`config.mk`:
```
export PLATFORM = sky130hd
export DESIGN_NAME = addsub_serial
export DESIGN_NICKNAME = d
export VERILOG_FILES = /design/src/rtl/addsub_serial.sv
export SDC_FILE = /design/constraint.sdc
export NUM_CORES = 1
export LEC_CHECK = 0
export CORE_MARGIN = 3
export CORE_UTILIZATION = 55
export DETAILED_ROUTE_END_ITERATION = 6
export PLACE_DENSITY = 0.86
export SYNTH_ARGS = -nofsm -noshare
export SYNTH_HDL_FRONTEND = slang
export SYNTH_SLANG_ARGS = --single-unit
```
`constraint.sdc`:
```
create_clock -name Clock -period 5.8 [get_ports Clock]
set_input_delay 0.58 -clock Clock [delete_from_list [all_inputs] [get_ports Clock]]
set_output_delay 0.58 -clock Clock [all_outputs]
set_load 0.01 [all_outputs]
```
`src/rtl/addsub_serial.sv`:
```
// Digit-serial adder/subtractor.
// Processes an n-bit add (X + Y + carryin) or subtract (X - Y) k bits per clock,
// least-significant digit first, taking D = n/k clocks per operation.
//
// Parameters:
//   n         operand/result width
//   k         digit width per clock; must divide n
// Ports:
//   Clock     rising-edge clock
//   Resetn    asynchronous active-low reset
//   Start     begin an operation (accepted in idle or on the Done cycle)
//   Sub       0 = add, 1 = subtract (sampled with Start)
//   carryin   add-mode carry-in (sampled with Start, ignored when Sub=1)
//   X, Y      operands (sampled with Start)
//   Busy      high while digits are being processed
//   Done      one-cycle pulse when S/carryout/Overflow are updated
//   S         result, held until the next operation completes
//   carryout  carry out of bit n-1 (subtract: 1 = no borrow)
//   Overflow  two's-complement overflow of the result
module addsub_serial #(
  parameter int unsigned n = 64,
  parameter int unsigned k = 8
) (
  input  logic         Clock,
  input  logic         Resetn,
  input  logic         Start,
  input  logic         Sub,
  input  logic         carryin,
  input  logic [n-1:0] X,
  input  logic [n-1:0] Y,
  output logic         Busy,
  output logic         Done,
  output logic [n-1:0] S,
  output logic         carryout,
  output logic         Overflow
);

  localparam int unsigned D  = n / k;
  localparam int unsigned Cw = (D > 1) ? $clog2(D) : 1;

  typedef enum logic [1:0] {StIdle, StRun, StFin} state_e;

  state_e        state_q;
  logic [n-1:0]  a_q, b_q;     // operands, shifted right one digit per clock
  logic [n-1:0]  acc_q;        // partial result, digits enter from the top
  logic          c_q;
  logic [Cw-1:0] j_q;
  logic [n-1:0]  s_q;
  logic          cout_q, ovf_q, busy_q, done_q;

  logic [k:0]    digit;
  logic [n-1:0]  dsum_ext;
  logic [n-1:0]  acc_d;
  logic          last;

  always_comb begin
    digit    = {1'b0, a_q[k-1:0]} + {1'b0, b_q[k-1:0]} + {{k{1'b0}}, c_q};
    dsum_ext = '0;
    dsum_ext[k-1:0] = digit[k-1:0];
    // After D shifts the first digit has reached the bottom of the accumulator.
    acc_d    = (acc_q >> k) | (dsum_ext << (n - k));
    last     = (j_q == Cw'(D - 1));
  end

  always_ff @(posedge Clock or negedge Resetn) begin
    if (!Resetn) begin
      state_q <= StIdle;
      a_q     <= '0;
      b_q     <= '0;
      acc_q   <= '0;
      c_q     <= 1'b0;
      j_q     <= '0;
      s_q     <= '0;
      cout_q  <= 1'b0;
      ovf_q   <= 1'b0;
      busy_q  <= 1'b0;
      done_q  <= 1'b0;
    end else begin
      unique case (state_q)
        StIdle, StFin: begin
          done_q <= 1'b0;
          if (Start) begin
            a_q     <= X;
            b_q     <= Sub ? ~Y : Y;
            c_q     <= Sub | carryin;
            j_q     <= '0;
            acc_q   <= '0;
            busy_q  <= 1'b1;
            state_q <= StRun;
          end else begin
            state_q <= StIdle;
          end
        end
        StRun: begin
          a_q   <= a_q >> k;
          b_q   <= b_q >> k;
          c_q   <= digit[k];
          acc_q <= acc_d;
          j_q   <= j_q + Cw'(1);
          if (last) begin
            state_q <= StFin;
            busy_q  <= 1'b0;
            done_q  <= 1'b1;
            s_q     <= acc_d;
            cout_q  <= digit[k];
            // Carry into the MSB is recovered as a ^ b ^ sum at that bit.
            ovf_q   <= a_q[k-1] ^ b_q[k-1] ^ acc_d[n-1] ^ digit[k];
          end
        end
        default: state_q <= StIdle;
      endcase
    end
  end

  assign Busy     = busy_q;
  assign Done     = done_q;
  assign S        = s_q;
  assign carryout = cout_q;
  assign Overflow = ovf_q;

endmodule

```
Word-level counts from Yosys, hierarchy flattened
Cells that the tools add are included.
{ "word_totals": {"mem_count": 0, "out_inout_bits": 68, "regBits": 266, "latch_bits": 0, "ram_bits": 0, "input_bits": 133, "romBits": 0, "wordCells": 51} }
{ "op_classes": {"div_mod_pow": 0, "multipliers": 0, "muxes": 19, "n_reduce_logical": 7, "add_sub_neg": 3, "shift": 0, "n_eq_ne": 5, "bitwise": 6, "order_cmp": 0} }
{ "op_table": {"columns": ["operator", "count"], "rows": [
  ["64-bit case mux with 2 select lines", 3],
  ["64-bit two-way mux", 4],
  ["64-bit NOT", 1],
  ["56-bit by 64-bit OR with 64-bit output", 1],
  ["8-bit by 8-bit adder with 9-bit output", 1],
  ["9-bit by 1-bit adder with 9-bit output", 1],
  ["1-bit case mux with 2 select lines", 3],
  ["3-bit case mux with 2 select lines", 1],
  ["2-bit AND reduction", 3],
  ["1-bit two-way mux", 5],
  ["2-bit != test, second input constant", 2],
  ["2-bit case mux with 2 select lines", 1],
  ["3-bit by 1-bit adder with 3-bit output, second input constant", 1],
  ["3-bit equality test, second input constant", 1],
  ["3-bit two-way mux", 1],
  ["3-bit AND reduction", 1],
  ["1-bit XOR", 3],
  ["2-bit by 1-bit equality test with 1-bit output, second input constant", 1],
  ["2-bit equality test, second input constant", 1],
  ["2-bit zero test", 1],
  ["2-bit two-way mux", 1],
  ["2-bit nonzero test", 1],
  ["2-bit OR reduction", 1],
  ["1-bit OR", 1]
]} }

Logic depth before layout (Yosys ltp)
{ "depth": {"ltp_word": 5, "mapped_depth": 8} }

Least setup slack after synthesis
Ideal clock, no wire load.
{ "synth_path": {"path_kind": "reg-to-reg", "from": "register a_q[0]", "to": "register acc_q[62]", "t_arrival_ps": 2199, "path_stages_with_launch": 9, "period_less_slack_ps": 2321, "slack_ps": 3479, "t_required_ps": 5678, "n_path_buf": 0, "path_cell_list": "dfrtp_1 -> fa_1 -> inv_1 -> fa_1 -> nor2b_4 -> o31a_1 -> o21a_1 -> or3_1 -> a32o_1"} }
{ "synth_via": {"elab_chain_cells": 4} }
{ "synth_rtl": {"columns": ["item", "line_no", "rtl"], "rows": [
  ["start, declared", "44", "logic [n-1:0] a_q, b_q;"],
  ["start signal, assigned", "95", "a_q <= a_q >> k;"],
  ["8-bit by 8-bit adder with 9-bit output", "57", "digit = {1'b0, a_q[k-1:0]} + {1'b0, b_q[k-1:0]} + {{k{1'b0}}, c_q};"],
  ["9-bit by 1-bit adder with 9-bit output", "57", null],
  ["56-bit by 64-bit OR with 64-bit output", "61", "acc_d = (acc_q >> k) | (dsum_ext << (n - k));"],
  ["64-bit case mux with 2 select lines", "79", "unique case (state_q)"],
  ["end signal, assigned", "70", "acc_q <= '0;"],
  ["end signal, assigned", "87", "acc_q <= '0;"],
  ["end signal, assigned", "98", "acc_q <= acc_d;"],
  ["end, declared", "45", "logic [n-1:0] acc_q;"]
]} }
No other way between the ends.
A chain may end at the register's enable or synchronous reset.

Worst setup path in the final report
{ "layout_path": {"from": "register state_q[0]", "to": "register a_q[1]"} }
{ "layout_via": {"elab_chain_cells": 4, "elab_cells_between_ends": 8, "cone_classes": "eq/ne: 3; mux: 1; reduce/logical: 4"} }
{ "layout_rtl": {"columns": ["item", "line_no", "rtl"], "rows": [
  ["start, declared", "43", "state_e state_q;"],
  ["start signal, assigned", "67", "state_q <= StIdle;"],
  ["start signal, assigned", "89", "state_q <= StRun;"],
  ["start signal, assigned", "91", "state_q <= StIdle;"],
  ["2-bit equality test or 2-bit zero test (tied branches)", "79", null],
  ["2-bit OR reduction", "79", null],
  ["2-bit != test (no line) or 2-bit nonzero test (tied branches)", null, null],
  ["2-bit AND reduction (no line)", null, null]
]} }
Several ways; a longest one is shown, not always the timed one.

==> run_results.csv <==
group,metric,value,unit
sta,rsz0062_at_grt,"false",
finish,n_fill_cell,1342,
sta,holdWs,0.227,ns
die,die-area,0.0213,mm²
die,ioPinCount,201,
sta,finClkSkew,0.0136,ns
sta,timing.setup.tns,0,ns
synth,synth_flop_cell,"dfrtp_1",
placement,port_buffers,200,
critical_path,crit_start,"state_q[0]",
synth,synth.most_common_cell,"dfrtp_1",
placement,dp_hpwl,16800,µm
synth,yosys-top-cells-area,"dfrtp_1 60%, xnor2_1 5.6%, a221o_1 5.3%, a22o_1 5.2%, mux2_1 4.5%",
route,via_count,7730,
finish,design_area,0.0137,mm²
sta,fin_crit_sh,0.483,
global_routing,grt_pass1_vias,7887,
route,drt_wl_total,25700,µm
synth,yosysWarnings,0,
route,detail-route-antenna-nets,0,
route,remaining_drc_errors,0,
sta,maxSlewViolCount,0,
finish,area_growth,27.2,%
critical_path,end_kind,"flop",
critical_path,critical_path.startpoint_type,"flop",
route,viasPerCell,5.82,
global_routing,grt_pass1_wl,42000,µm
critical_path,crit_required,6.20,ns
synth,synth_top_area_share,0.599,
route,drtIter0Drc,539,
synth,synthArstFlopShare,1.00,
finish,multiInputGateArea,0.00403,mm²
sta,max-slew-margin-rel,0.197,
critical_path,r2r_slack,3.00,ns
route,wl_per_cell,19.3,µm
die,rows,50,
sta,worst_slew_pin_slew,1.21,ns
clock_tree,hold_buffers,0,
synth,yosys-top-cells-count,"258 x dfrtp_1, 129 x nand2_1, 69 x xnor2_1",
clock_tree,cts.sinks,258,
die,die_height,146,µm
sta,setup_violations,0,
clock_tree,cts_buffer_depth,3,
placement,placed_cell_area,0.0129,mm²
synth,syn-instance-count,884,
critical_path,arrival,3.20,ns
synth,synth_edf_count,0,
global_routing,overflow,0,
sta,fmax,357,MHz
clock_tree,cts_root_buffer,"clkbuf_16",
sta,hold_viol_final,0,
global_routing,grt_use_total,0.239,
clock_tree,cts-htree-levels,1,
synth,yosysUniqueCellTypes,35,
pwr,power.total,0.00764,W
pwr,power.leakage,6.14,nW
finish,drive_gt1_frac,0.0702,
clock_tree,cts_made_buffers,25,
synth,synth_area,0.0108,mm²
critical_path,critical_path_class,"flop to flop",
placement,place_inst,1283,
die,fp.dieW,146,µm
finish,layout.nets,1194,
status,run_status,"finished, final reports clean",
synth,syn_area_per_cell,12.2,µm²
finish,final_cells,1329,
global_routing,antenna_found_initial,2,
global_routing,grt_max_degree,150,
clock_tree,cts_tree,"yes",
synth,synth_area_leader_cell,"dfrtp_1",
sta,period_needed,2.80,ns
clock_tree,post-cts-setup-buffer-count,0,
die,initial_core_util,0.568,
synth,ys_seq_area_frac,0.599,
critical_path,r2r_cells,5,
critical_path,crit_fanout,95,
min_path,hold_path.class,"primary input to async pin",
pwr,power_density,558,mW/mm²
run,drv_cap,0,
synth,postSynthNetCount,1028,
critical_path,crit_end,"a_q[1]",
synth,ys_ff_latch,258,
critical_path,rr_endpoint,"a_q[1]",
clock_tree,cts_resized,0,
clock_tree,clk_latency,0.52,ns
finish,regArea,0.00646,mm²
placement,place_congestion,0.809,
critical_path,regToRegStartpoint,"state_q[0]",
die,coreArea,0.0190,mm²
route,first_pass_iters,5,
pwr,vdd_drop_max,0.474,mV
clock_tree,clk_pin_slew,0.07,ns
==> routing by layer <==
metal	vias up	track usage	routed length, µm
li1	3483	-	-
met1	3903	0.332	11000
met2	294	0.386	12400
met3	48	0.0427	1580
met4	2	0.0764	678
met5	-	0	13
==> flip-flops by register name, summed over array words and instances (netlist names) <==
| register | cells |
|---|---|
| S | 64 |
| Busy | 1 |
| state_q | 2 |
| j_q | 3 |
| a_q | 64 |
| b_q | 64 |
| c_q | 1 |
| Overflow | 1 |
| acc_q | 56 |
| carryout | 1 |
| Done | 1 |
==> stage by stage <==
stage | util | worst slack, ns
global route | 0.723 | 2.84
finish | 0.723 | 3.00
floorplan | - | 3.48
CTS | 0.722 | 3.04
detailed placement | 0.681 | 2.99
global placement | 0.681 | 3.03
==> power breakdown <==
group	internal, W	switching [W]	leakage [nW]
clock network	0.000874	0.000683	0.386
registers	0.00262	0.000585	3.27
logic	0.00147	0.00141	2.48
total	0.00496	0.00268	6.14
==> worst min path at each step <==
stage / to / slack [ns]
finish: S[22] / 0.23
global route: S[14] / 0.31
CTS: S[14] / 0.27
detailed placement: a_q[18] / 0.46
global placement: a_q[26] / 0.46
floorplan: Busy / 0.28
==> worst max-delay path, stage by stage, from the launching register on <==
cell,delay [ns]
dfrtp_1,0.47
nor2b_4,0.20
buf_4,0.65
buf_4,0.88
nor3_1,0.12
a221o_1,0.29
==> cell families (layout without fill, tap and decap cells) <==
| family | Yosys count | in the layout | share of synthesized area |
|---|---|---|---|
| flip-flops | 258 | 258 | 0.599 |
| AO/OA/AOI/OAI | 212 | 212 | 0.164 |
| AND/OR/NAND/NOR | 200 | 200 | 0.0724 |
| buffers and inverters | 72 | 256 | 0.0288 |
| XOR/XNOR | 69 | 69 | 0.0561 |
| multiplexers | 62 | 62 | 0.0648 |
| adder cells (fa/ha/maj) | 11 | 11 | 0.0142 |
| other | 0 | 1 | 0 |
==> cell type report <==
cell class	count	area share
sequential	258	0.471
multi-input combinational	554	0.294
timing repair buffer	207	0.152
clock buffer	36	0.0531
tap	260	0.0238
clock inverter	9	0.00420
inverter	4	0.00110
antenna	1	0.000183
==> cell usage in the layout, fill, tap and decap left out, types with 6 or more instances in the layout <==
cell type,count
xnor2_1,69
nand2_1,128
mux2_1,43
clkbuf_8,6
a221o_1,57
buf_4,6
clkbuf_16,25
nor2_1,61
mux2_2,19
dfrtp_1,258
a22oi_1,55
o21ai_0,16
ha_1,9
clkdlybuf4s50_1,198
a22o_1,64
Note: power is estimated with default switching activity, not from simulation.
==> RTL change 1 (same settings) <==
Register the output `Overflow` once more, cleared by the reset; this adds one clock of latency there. The other outputs are not delayed to match. Comments in the files are not updated.
--- a/src/rtl/addsub_serial.sv
+++ b/src/rtl/addsub_serial.sv
@@ -118,3 +118,9 @@
   assign carryout = cout_q;
-  assign Overflow = ovf_q;
+  always_ff @(posedge Clock or negedge Resetn) begin
+    if (!Resetn) begin
+      Overflow <= '0;
+    end else begin
+      Overflow <= ovf_q;
+    end
+  end
 
Formal check against the unedited RTL: not equivalent (a bounded check fails within 10 cycles, from zero or initial values and one cycle with Resetn low).
==> RTL change 1 against the original RTL <==
- the run now ends with DRC left
- combinational power about the same
- count of clock-buffer cells in the layout down 2
- sequential cell count increased by 1
- design area grew 0.89%
- routed wire length is 4.1% lower
- first-iteration DRC count is 8.7% higher
- worst setup slack gained 0.0029 ns
- total power up 1.6%
- synthesized area increased by 0.23%
==> RTL change 1: results <==
outcome:
  status: "finished with violations"
  violations: "DRC"
power:
  leakagePower_nw: 6.21
  ir_drop_v: 0.000253
worst_setup_path:
  path_delay_family: "simple AND/OR/NAND/NOR gates"
  cpPeakStageDelay_ns: 0.78
  slowest_stage: "nor2b_4"
  crit_path_max_fanout: 53
  arrival_ns: 3.19
synthesis:
  synth_fp_nets: 1029
  synth.area.top_cells: "dfrtp_1 60%, xnor2_1 5.6%, a221o_1 5.3%"
  synthTopCellsByCount: "259 x dfrtp_1, 129 x nand2_1, 69 x xnor2_1"
  synth-seq-area-share_pct: 60.0
  synth.distinct_cells: 35
  ys_warn_count: 0
  synth-main-ff-cell: "dfrtp_1"
  syn-mean-instance-area_um2: 12.2
route:
  drc_errors: 2
  finalWirelength_mm: 24.6
  met1_length_mm: 10.4
  route.met3.wl_mm: 1.55
  dr.first_iter.drc_count: 586
  wl_met2_mm: 11.9
  top_layer_used: "met4"
  dr.pass1.iters: 7
  post_drt_wl_per_cell_um: 18.5
  routed_via_density: 5.71
cts:
  htreeDepth: 1
  cts_buffers: 26
  cts_root_buf: "clkbuf_16"
  cts_resized: 0
  post_cts_buffers: 0
  clk_latency_ns: 0.52
global_route:
  grt_pass1_vias: 7583
  grt_max_degree: 139
  antenna_found_initial: 1
  grt_pass1_wl_mm: 40.0
  use_met2_pct: 36.4
  use_met3_pct: 3.88
  globalRouteMet1Util_pct: 32.0
  grt_usage_pct: 22.7
placed_design:
  placed_cells: 1286
  dpl.hpwl_mm: 15.9
  gp_congestion: 0.803
  dp_slack_ns: 2.59
  dpl-instance-area_um2: 12900
  io_buffers: 200
layout:
  drive_gt1_share_pct: 7.29
  fill_cells: 1314
  final_nets: 1198
min_path:
  min_path_type: "in2async"
timing:
  worst_clock_skew_ns: 0.0134
  worst_pin_slew_ns: 1.20
floorplan:
  die_w_um: 146
## RTL change 1: cell types whose count changed after synthesis, sizes merged
cell / change
buf: +8
clkbuf: -8
dfrtp: +1
## RTL change 1: logic make-up after synthesis
kind of cell,synth area share (%)
compound gates,16.4
xor+xnor,5.60
fa+ha+maj,1.41
buf+inv,2.87
flops,60.0
mux,6.47
simple gates,7.22
## RTL change 1: layout make-up
class                   count  area (um2)  area share (%)
clock inverters            10         136           0.987
inverters                   4        15.0           0.109
clock buffers              34         742            5.37
diodes                      1        2.50          0.0181
well taps                 260         325            2.35
repair buffers            209        2080            15.1
flip-flops and latches    259        6480            46.9
multi-input cells         554        4030            29.2
## RTL change 1: path summary, 6_finish.rpt
| kind | from | cells past startpoint | slack, ns | end |
|---|---|---|---|---|
| worst max-delay path | state_q[0]$_DFFE_PN0N_ | 5 | 3.00 | S[63]$_DFFE_PN0P_ |
| worst min-delay path | Resetn | 1 | 0.16 | S[39]$_DFFE_PN0P_ |
| worst max register to register | state_q[0]$_DFFE_PN0N_ | 5 | 3.00 | S[63]$_DFFE_PN0P_ |
| worst min register to register | ovf_q$_DFFE_PN0P_ | 0 | 0.38 | Overflow$_DFF_PN0_ |
| max in group asynchronous | Resetn | 2 | 4.25 | a_q[21]$_DFFE_PN0P_ |
| min in group Clock | ovf_q$_DFFE_PN0P_ | 0 | 0.38 | Overflow$_DFF_PN0_ |
## RTL change 1: report_power, final
| part | leakage, nW | internal (mW) | switching (mW) |
|---|---|---|---|
| combinational | 2.50 | 1.46 | 1.41 |
| clock | 0.424 | 1.03 | 0.675 |
| sequential | 3.28 | 2.62 | 0.557 |
==> RTL change 2 (same flow settings) <==
Without the edit above. Change the parameter `k` from 8 to 32.
--- a/src/rtl/addsub_serial.sv
+++ b/src/rtl/addsub_serial.sv
@@ -21,3 +21,3 @@
   parameter int unsigned n = 64,
-  parameter int unsigned k = 8
+  parameter int unsigned k = 32
 ) (
Formal check against the unedited RTL: not equivalent (Yosys sat finds a counterexample within 4 cycles, from zero or initial values and one cycle with Resetn low).
==> RTL change 2 against the original RTL <==
- total power increased by 10%
- design area grew 0.49%
- via count up 3.9%
- non-clock buffer count unchanged
- worst hold slack got worse by 0.10 ns
- critical path depth is 6 higher
- global-route usage up 0.93 points
- combinational power increased by 37%
- worst setup slack got worse by 0.57 ns
- sequential cell count fell by 26
- synthesized area shrank 0.15%
- routed wire length is 3.8% higher
==> RTL change 2: results <==
timing:
  worst_pin_slew_ns: 1.19
  worst_clock_skew_ns: 0.00798
synthesis:
  synth.area.top_cells: "dfrtp_1 54%, xnor2_1 6.5%, mux2_2 5.4%"
  ys_async_sr_fraction_pct: 100
  synth-seq-area-share_pct: 54.0
  synthTopCellsByCount: "232 x dfrtp_1, 149 x nand2_1, 80 x xnor2_1"
  synth-main-ff-cell: "dfrtp_1"
  syn-mean-instance-area_um2: 11.1
  ys_warn_count: 0
  synth_fp_nets: 1134
  synth.distinct_cells: 49
worst_setup_path:
  arrival_ns: 3.72
  ff2ff_path_depth: 11
  crit_path_max_fanout: 4
global_route:
  grt_pass1_vias: 7885
  grt_pass1_wl_mm: 43.5
  grt_max_degree: 139
  grt_usage_pct: 24.8
  antenna_found_initial: 1
cts:
  cts_buffers: 23
  clkSlewWorstSetupHoldPaths_ns: 0.07
  post_cts_buffers: 0
  htreeDepth: 1
  cts_root_buf: "clkbuf_16"
  clock_path_buffers: 3
  clk_latency_ns: 0.50
  cts_resized: 0
layout:
  final_nets: 1306
  fill_cells: 1363
  drive_gt1_share_pct: 10.3
  n_antenna_cell: 0
route:
  dr.pass1.iters: 7
  post_drt_wl_per_cell_um: 18.8
  vias: 8031
  finalWirelength_mm: 26.6
  dr.first_iter.drc_count: 623
power:
  p_sw_share_pct: 38.6
  ir_drop_v: 0.000293
  leakagePower_nw: 6.24
  combPwrFrac_pct: 46.9
outcome:
  status: "finished, final reports clean"
placed_design:
  dpl-instance-area_um2: 12900
  placed_cells: 1375
  dpl.hpwl_mm: 18.5
  gp_congestion: 0.871
  dp_slack_ns: 2.49
  io_buffers: 200
min_path:
  min_path_type: "in2async"
## RTL change 2: cell types whose count changed in the layout (fill, tap and decap cells not counted), moves of 12 or more
| cell | before | now |
|---|---|---|
| mux2_2 | 19 | 52 |
| nand2_1 | 128 | 148 |
| ha_1 | 9 | 31 |
| xor2_1 | 0 | 13 |
| o21ai_0 | 16 | 59 |
| a221o_1 | 57 | 32 |
| nor2_1 | 61 | 49 |
| dfrtp_1 | 258 | 232 |
| a22oi_1 | 55 | 32 |
| a21oi_1 | 4 | 31 |
| mux2_1 | 43 | 0 |
## RTL change 2: worst paths after layout
| kind | from | endpoint | slack (ns) |
|---|---|---|---|
| worst max-delay path | a_q[0]$_DFFE_PN0P_ | S[62]$_DFFE_PN0P_ | 2.44 |
| worst min-delay path | Resetn | b_q[60]$_DFFE_PN0P_ | 0.12 |
| worst max register to register | a_q[0]$_DFFE_PN0P_ | S[62]$_DFFE_PN0P_ | 2.44 |
| worst min register to register | acc_q[39]$_DFFE_PN0P_ | acc_q[39]$_DFFE_PN0P_ | 0.48 |
| max in group asynchronous | Resetn | b_q[57]$_DFFE_PN0P_ | 4.42 |
| min in group Clock | acc_q[39]$_DFFE_PN0P_ | acc_q[39]$_DFFE_PN0P_ | 0.48 |
## RTL change 2: worst max-delay path, stage by stage (launching register included)
cell and delay [ns]:
dfrtp_1 0.41, fa_1 0.52, fa_1 0.45, a211oi_1 0.24
o21ai_1 0.17, o211ai_1 0.37, a311oi_2 0.21, a21oi_2 0.25
o21ai_1 0.10, a21oi_1 0.19, xor2_1 0.21, o21ai_1 0.10
## RTL change 2: cell families (layout without fill, tap and decap cells)
group,after synthesis,count (layout),synth area share (%)
simple gates,219,219,8.12
mux,52,52,5.45
compound gates,267,267,18.3
buf+inv,72,260,2.59
fa+ha+maj,33,33,3.98
flops,232,232,54.0
xor+xnor,93,93,7.57
## RTL change 2: area by class of cell
class | count | area (um2) | share of cell area [%]
multi-input cells | 664 | 4700 | 34.1
flip-flops and latches | 232 | 5810 | 42.2
repair buffers | 207 | 2060 | 14.9
well taps | 260 | 325 | 2.36
inverters | 12 | 45.0 | 0.327
clock buffers | 32 | 689 | 5.01
clock inverters | 9 | 145 | 1.05
## RTL change 2: per-layer routing
metal,vias to the layer above,GRT usage [%],routed length [um]
met5,-,0,9
met4,2,4.80,445
met3,34,4.08,1390
met2,249,37.9,12200
met1,3958,38.0,12600
li1,3788,-,-
## RTL change 2: power by group through the flow
| stage | Combinational (mW) | Sequential (mW) | Clock [mW] |
|---|---|---|---|
| floorplan | 2.57 | 2.80 | 0 |
| global placement | 3.81 | 2.83 | 0 |
| detailed placement | 3.91 | 2.86 | 0 |
| CTS | 3.95 | 2.85 | 1.64 |
| global route | 4.33 | 2.93 | 1.70 |
| finish | 3.95 | 2.85 | 1.61 |
